==> src/rtl/imem_port_arbiter_if.sv <==
// imem_port_arbiter_if: requester, MMU and icache signals of the instruction-port arbiter
interface imem_port_arbiter_if #(parameter int XLEN = 32);
  logic [1:0]      req_i;
  logic [XLEN-1:0] vaddr0_i;
  logic [XLEN-1:0] vaddr1_i;
  logic            flush_i;
  logic [1:0]      ack_o;
  logic [1:0]      err_o;
  logic [XLEN-1:0] rdata_o;
  logic [1:0]      grant_o;
  logic            busy_o;
  logic            mmu_req_o;
  logic [XLEN-1:0] mmu_vaddr_o;
  logic            mmu_hit_i;
  logic [XLEN-1:0] mmu_paddr_i;
  logic            icache_req_o;
  logic [XLEN-1:0] icache_addr_o;
  logic            icache_ack_i;
  logic [XLEN-1:0] icache_rdata_i;
  modport slave (
    input  req_i, vaddr0_i, vaddr1_i, flush_i, mmu_hit_i, mmu_paddr_i, icache_ack_i, icache_rdata_i,
    output ack_o, err_o, rdata_o, grant_o, busy_o, mmu_req_o, mmu_vaddr_o, icache_req_o, icache_addr_o
  );
  modport master (
    output req_i, vaddr0_i, vaddr1_i, flush_i, mmu_hit_i, mmu_paddr_i, icache_ack_i, icache_rdata_i,
    input  ack_o, err_o, rdata_o, grant_o, busy_o, mmu_req_o, mmu_vaddr_o, icache_req_o, icache_addr_o
  );
endinterface

==> src/rtl/imem_port_arbiter.sv <==
// imem_port_arbiter: round-robin sharing of the MMU/icache port between two fetchers, flush-safe; IMEM_ARB_TIMEOUT_EN adds a watchdog
module imem_port_arbiter #(
  parameter int XLEN           = 32,
  parameter int TIMEOUT_CYCLES = 255
) (
  input  logic                 clk,
  input  logic                 rst_n,
  imem_port_arbiter_if.slave   bus
);
  typedef enum logic [1:0] {IDLE, XLATE, FETCH, DRAIN} state_t;
  state_t          r_state, w_next;
  logic [1:0]      r_grant;
  logic            r_last;
  logic [XLEN-1:0] r_vaddr, r_paddr;
  logic            w_take, w_ack, w_err, w_tout, w_win;
  // On contention the requester that did not win last time takes the port
  assign w_win = &bus.req_i ? ~r_last : bus.req_i[1];
`ifdef IMEM_ARB_TIMEOUT_EN
  localparam int CW = ($clog2(TIMEOUT_CYCLES + 1) < 8) ? 8 : $clog2(TIMEOUT_CYCLES + 1);
  localparam logic [CW-1:0] LIMIT = CW'(TIMEOUT_CYCLES);
  logic [CW-1:0] r_cnt;
  assign w_tout = (r_cnt == LIMIT);
  // Watchdog restarts on every state change and counts while a transaction is open
  always_ff @(posedge clk or negedge rst_n)
    if (!rst_n) r_cnt <= '0;
    else        r_cnt <= (w_next != r_state) ? '0 : ((r_state != IDLE) ? r_cnt + 1'b1 : r_cnt);
`else
  logic w_unused_cfg;
  assign w_tout       = 1'b0;
  assign w_unused_cfg = |TIMEOUT_CYCLES;
`endif
  // Next state plus ack/err pulses; flush outranks completion, completion outranks timeout
  always_comb begin
    w_next = r_state;
    w_take = 1'b0;
    w_ack  = 1'b0;
    w_err  = 1'b0;
    case (r_state)
      IDLE:  if (!bus.flush_i && |bus.req_i) begin
               w_next = XLATE;
               w_take = 1'b1;
             end
      XLATE: if (bus.flush_i) w_next = IDLE;
             else if (bus.mmu_hit_i) w_next = FETCH;
             else if (w_tout) begin
               w_next = IDLE;
               w_err  = 1'b1;
             end
      FETCH: if (bus.flush_i) w_next = bus.icache_ack_i ? IDLE : DRAIN;
             else if (bus.icache_ack_i) begin
               w_next = IDLE;
               w_ack  = 1'b1;
             end
             else if (w_tout) begin
               w_next = IDLE;
               w_err  = 1'b1;
             end
      DRAIN: if (bus.icache_ack_i || w_tout) w_next = IDLE;
      default: w_next = IDLE;
    endcase
  end
  // State, owner and address registers; addresses are captured once and then ignored upstream
  always_ff @(posedge clk or negedge rst_n)
    if (!rst_n) begin
      r_state <= IDLE;
      r_grant <= 2'b00;
      r_last  <= 1'b1;
      r_vaddr <= '0;
      r_paddr <= '0;
    end else begin
      r_state <= w_next;
      if (w_take) begin
        r_grant <= w_win ? 2'b10 : 2'b01;
        r_last  <= w_win;
        r_vaddr <= w_win ? bus.vaddr1_i : bus.vaddr0_i;
      end
      if (r_state == XLATE && bus.mmu_hit_i && !bus.flush_i) r_paddr <= bus.mmu_paddr_i;
    end
  assign bus.grant_o       = (r_state == XLATE || r_state == FETCH) ? r_grant : 2'b00;
  assign bus.busy_o        = (r_state != IDLE);
  assign bus.mmu_req_o     = (r_state == XLATE);
  assign bus.mmu_vaddr_o   = r_vaddr;
  assign bus.icache_req_o  = (r_state == FETCH || r_state == DRAIN);
  assign bus.icache_addr_o = r_paddr;
  assign bus.ack_o         = w_ack ? r_grant : 2'b00;
  assign bus.err_o         = w_err ? r_grant : 2'b00;
  assign bus.rdata_o       = w_ack ? bus.icache_rdata_i : '0;
endmodule

==> src/flat_wrapper.sv <==
// flat-port wrapper written by rule: the top's interface ports become plain ports
module imem_port_arbiter_flat 
#(
  parameter int XLEN           = 32,
  parameter int TIMEOUT_CYCLES = 255
)
  (clk, rst_n, bus_req_i, bus_vaddr0_i, bus_vaddr1_i, bus_flush_i, bus_mmu_hit_i, bus_mmu_paddr_i, bus_icache_ack_i, bus_icache_rdata_i, bus_ack_o, bus_err_o, bus_rdata_o, bus_grant_o, bus_busy_o, bus_mmu_req_o, bus_mmu_vaddr_o, bus_icache_req_o, bus_icache_addr_o);
  imem_port_arbiter_if #(.XLEN(XLEN)) bus_i ();
  input  logic clk;
  input  logic rst_n;
  input wire logic [$bits(bus_i.req_i)-1:0] bus_req_i;
  input wire logic [$bits(bus_i.vaddr0_i)-1:0] bus_vaddr0_i;
  input wire logic [$bits(bus_i.vaddr1_i)-1:0] bus_vaddr1_i;
  input wire logic [$bits(bus_i.flush_i)-1:0] bus_flush_i;
  input wire logic [$bits(bus_i.mmu_hit_i)-1:0] bus_mmu_hit_i;
  input wire logic [$bits(bus_i.mmu_paddr_i)-1:0] bus_mmu_paddr_i;
  input wire logic [$bits(bus_i.icache_ack_i)-1:0] bus_icache_ack_i;
  input wire logic [$bits(bus_i.icache_rdata_i)-1:0] bus_icache_rdata_i;
  output wire logic [$bits(bus_i.ack_o)-1:0] bus_ack_o;
  output wire logic [$bits(bus_i.err_o)-1:0] bus_err_o;
  output wire logic [$bits(bus_i.rdata_o)-1:0] bus_rdata_o;
  output wire logic [$bits(bus_i.grant_o)-1:0] bus_grant_o;
  output wire logic [$bits(bus_i.busy_o)-1:0] bus_busy_o;
  output wire logic [$bits(bus_i.mmu_req_o)-1:0] bus_mmu_req_o;
  output wire logic [$bits(bus_i.mmu_vaddr_o)-1:0] bus_mmu_vaddr_o;
  output wire logic [$bits(bus_i.icache_req_o)-1:0] bus_icache_req_o;
  output wire logic [$bits(bus_i.icache_addr_o)-1:0] bus_icache_addr_o;
  assign bus_i.req_i = bus_req_i;
  assign bus_i.vaddr0_i = bus_vaddr0_i;
  assign bus_i.vaddr1_i = bus_vaddr1_i;
  assign bus_i.flush_i = bus_flush_i;
  assign bus_i.mmu_hit_i = bus_mmu_hit_i;
  assign bus_i.mmu_paddr_i = bus_mmu_paddr_i;
  assign bus_i.icache_ack_i = bus_icache_ack_i;
  assign bus_i.icache_rdata_i = bus_icache_rdata_i;
  assign bus_ack_o = bus_i.ack_o;
  assign bus_err_o = bus_i.err_o;
  assign bus_rdata_o = bus_i.rdata_o;
  assign bus_grant_o = bus_i.grant_o;
  assign bus_busy_o = bus_i.busy_o;
  assign bus_mmu_req_o = bus_i.mmu_req_o;
  assign bus_mmu_vaddr_o = bus_i.mmu_vaddr_o;
  assign bus_icache_req_o = bus_i.icache_req_o;
  assign bus_icache_addr_o = bus_i.icache_addr_o;
  imem_port_arbiter #(.XLEN(XLEN), .TIMEOUT_CYCLES(TIMEOUT_CYCLES)) u_core (.clk(clk), .rst_n(rst_n), .bus(bus_i));
endmodule
==> config.mk <==
export PLATFORM = sky130hd
export DESIGN_NAME = imem_port_arbiter_flat
export DESIGN_NICKNAME = d
export VERILOG_FILES = /design/src/rtl/imem_port_arbiter_if.sv /design/src/rtl/imem_port_arbiter.sv /design/src/flat_wrapper.sv
export SDC_FILE = /design/constraint.sdc
export NUM_CORES = 1
export LEC_CHECK = 0
export CORE_MARGIN = 2
export CORE_UTILIZATION = 37
export DETAILED_ROUTE_END_ITERATION = 10
export HOLD_SLACK_MARGIN = 0.15
export MAX_ROUTING_LAYER = met4
export PLACE_DENSITY = 0.89
export SLEW_MARGIN = 20
export SYNTH_ARGS = -nofsm -noshare
export SYNTH_HDL_FRONTEND = slang
export SYNTH_SLANG_ARGS = --single-unit
==> constraint.sdc <==
create_clock -name clk -period 4.63 [get_ports clk]
set_clock_uncertainty 0.1 [all_clocks]
set_input_delay 1.389 -clock clk [delete_from_list [all_inputs] [get_ports clk]]
set_output_delay 1.389 -clock clk [all_outputs]
set_load 0.03 [all_outputs]
==> metrics.txt <==
status=finished clean; CP bufs+invs=3; Startpoint Class=input port; wirelength, routed=10400 um; die footprint=~9600 sq um; FMAX=234 MHz; GRT Total Usage=0.219; Pint=2160 uW; core area=approximately 8600 sq um; first-pass GRT wire length=16200 um; Net Switching=around 1500 uW; maximum vdd drop=0.315 mV; most frequent cells in the layout=202 x clkdlybuf4s50_1, 68 x dfrtp_1, 36 x and2_1; final non-filler cell total=603; Gate power share=0.560; sw frac=0.403; class of the most critical setup path=input port to primary output; Num CTS Buffers=9; Post-CTS Hold Buffers=0; Synth Area in Adders=0.0153; worst-case clock buffer depth=2; Synth Area per Inst=12.6 sq um; hpwl dp=8060 um; Boundary Pins=240; #FFs+latches synth=69; Starting Density=0.379; CTS tree=built; relative slew slack=0.292; leak pwr=between 0.002 and 0.003 uW; DP Cell Count=587; Area Overhead vs Synth=79.5%; # Post-CTS Setup Buffers=0; sequential cell area fraction in the yosys report=0.527; Root Driver=clkbuf_8; most common cell after layout, fill and taps aside=clkdlybuf4s50_1; setup TNS=0 ns; H-Tree Depth=3; critical path capture point type=primary output; cells after synthesis=260; share of layout cells above drive strength 1=0.188; library cells used by synthesis=33; dominant synthesized flop cell=dfrtp_1; EDFF count, synth=0; Fillers=645; fin nets=629; largest family of logic cells by synthesized area=compound AO/OA/AOI/OAI gates; antenna viol nets, final=0; setup violators final=0; kind of cell adding the most delay to the critical path=buffers and inverters; Cell Chain, Critical Path=clkdlybuf4s50_1 -> nor3b_2 -> buf_4 -> and2_1 -> buf_12; post-synthesis xor/xnor area fraction=0; Hold WC Path Type=flip-flop to flip-flop; Compound-Gate Fraction of Synth Area=0.194; first drt pass iteration count=4; # DRC=0; clk slew on worst S/H paths=0.08 ns; WP data arrival=2.78 ns; vias per std cell=5.08; Clock Sinks=69; die width=about 98 um; Final Hold Violating Endpoints=0; Post-synth ARST share=1.00; final RePlAce weighted congestion=between 0.8 and 0.9; Die Y=between 90 and 100 um; number of max-cap violations=0; sequential power share=0.291; initial antenna violation count=0; post_cts resized=0; CP max-delay cell=clkdlybuf4s50_1; via count=about 3000; port bufs=about 240; CP max FO=34; 1st-iter DRT viols=90; Antenna Diode Count=0; post-synthesis simple-gate area fraction=0.0970; Worst-Skew Late Latency=0.33 ns; PD cells=615 nW/um^2; Congestion Overflow GR=0; mux contribution to synthesized area=0.110; Worst-Margin Slew=roughly 1.1 ns; WL/cell=17.3 um; fin crit share=0.923; synthesized area=3280 sq um; Worst Path Required=3.14 ns; slowest stage delay, CP=about 0.54 ns; vias in the first global route=3191; largest net degree at the start of global routing=43; Clock Power Share=0.149; post-route minimum period=4.27 ns; Rows=34; Yosys warnings=0; RSZ-0062 raised after global routing=false; Slew Viols, Final=0
[area by class of cell]
cell class / count / area [sq um] / share of cell area
flip-flops and latches: 69 / 1730 / 0.294
repair buffers: 242 / 2410 / 0.409
multi-input cells: 164 / 1380 / 0.234
inverters: 4 / 15.0 / 0.00255
clock inverters: 7 / 97.6 / 0.0166
well taps: 108 / 135 / 0.0230
clock buffers: 9 / 124 / 0.0211
[flip-flops by register name (all words and copies together) (netlist names)]
register and flops:
u_core.bus.mmu_vaddr_o 32, u_core.r_last 1, u_core.r_grant 2, u_core.r_state 2
u_core.bus.icache_addr_o 32
[power by group through the flow]
stage	clock, uW	combinational (uW)	sequential [uW]
after floorplan	0	635	1590
after detailed placement	0	2040	1060
after CTS	559	2040	1060
after global placement	0	2000	1050
after global routing	582	2120	1090
final	541	2030	1050
[worst reg2reg max path, cell delays in order, from the launching register on]
cell,delay (ns)
dfrtp_1,0.43
inv_1,0.12
ha_1,0.25
nor2b_2,0.16
buf_4,0.32
and3_1,0.22
buf_4,0.33
a221o_1,0.24
[cells in the mapped netlist, types with 4 or more instances]
library cell / instances / area share
ha_1: 4 / 0.015
buf_2: 4 / 0.0061
and2_1: 36 / 0.069
clkbuf_1: 10 / 0.011
buf_4: 4 / 0.0092
a21oi_1: 4 / 0.0061
inv_1: 4 / 0.0046
a221o_1: 32 / 0.098
mux2_2: 32 / 0.11
dfrtp_1: 68 / 0.52
a21boi_0: 32 / 0.073
[worst paths after layout]
check | startpoint | endpoint | slack [ns] | depth (start not counted)
worst max-delay path | bus_flush_i | bus_rdata_o[9] | 0.36 | 5
worst min-delay path | u_core.bus.icache_addr_o[5] | u_core.bus.icache_addr_o[5] | 0.41 | 1
worst max register to register | u_core.r_state[1] | u_core.bus.mmu_vaddr_o[15] | 2.39 | 7
worst min register to register | u_core.bus.icache_addr_o[5] | u_core.bus.icache_addr_o[5] | 0.41 | 1
max in group asynchronous | rst_n | u_core.bus.icache_addr_o[11] | 2.42 | 2
min in group asynchronous | rst_n | u_core.bus.mmu_vaddr_o[11] | 1.08 | 1
[through the flow]
| stage | power [uW] | hold slack [ns] | cell area (sq um) | setup slack (ns) | utilization |
|---|---|---|---|---|---|
| 2_1_floorplan | 2230 | 0.368 | 3280 | 0.753 | - |
| 3_3_place_gp | 3050 | 0.386 | 5660 | 0.454 | 0.656 |
| 3_5_place_dp | 3100 | 0.391 | 5660 | 0.358 | 0.656 |
| 4_1_cts | 3660 | 0.410 | 5880 | 0.359 | 0.681 |
| 5_1_grt | 3800 | 0.415 | 5880 | 0.282 | 0.681 |
| 6_report | 3620 | 0.407 | 5880 | 0.356 | 0.681 |
[routing by layer]
layer / part of all wire / global-route usage
met3: 0.078 / 0.0480
met2: 0.53 / 0.402
met1: 0.36 / 0.223
met4: 0.029 / 0.0908
met5: 0 / -
[logic make-up after synthesis]
kind of cell / Yosys count
adder cells (fa/ha/maj): 4
AND/OR/NAND/NOR: 51
other: 1
flip-flops: 69
AO/OA/AOI/OAI: 75
multiplexers: 32
buffers and inverters: 28
(Power assumes the default switching activity.)
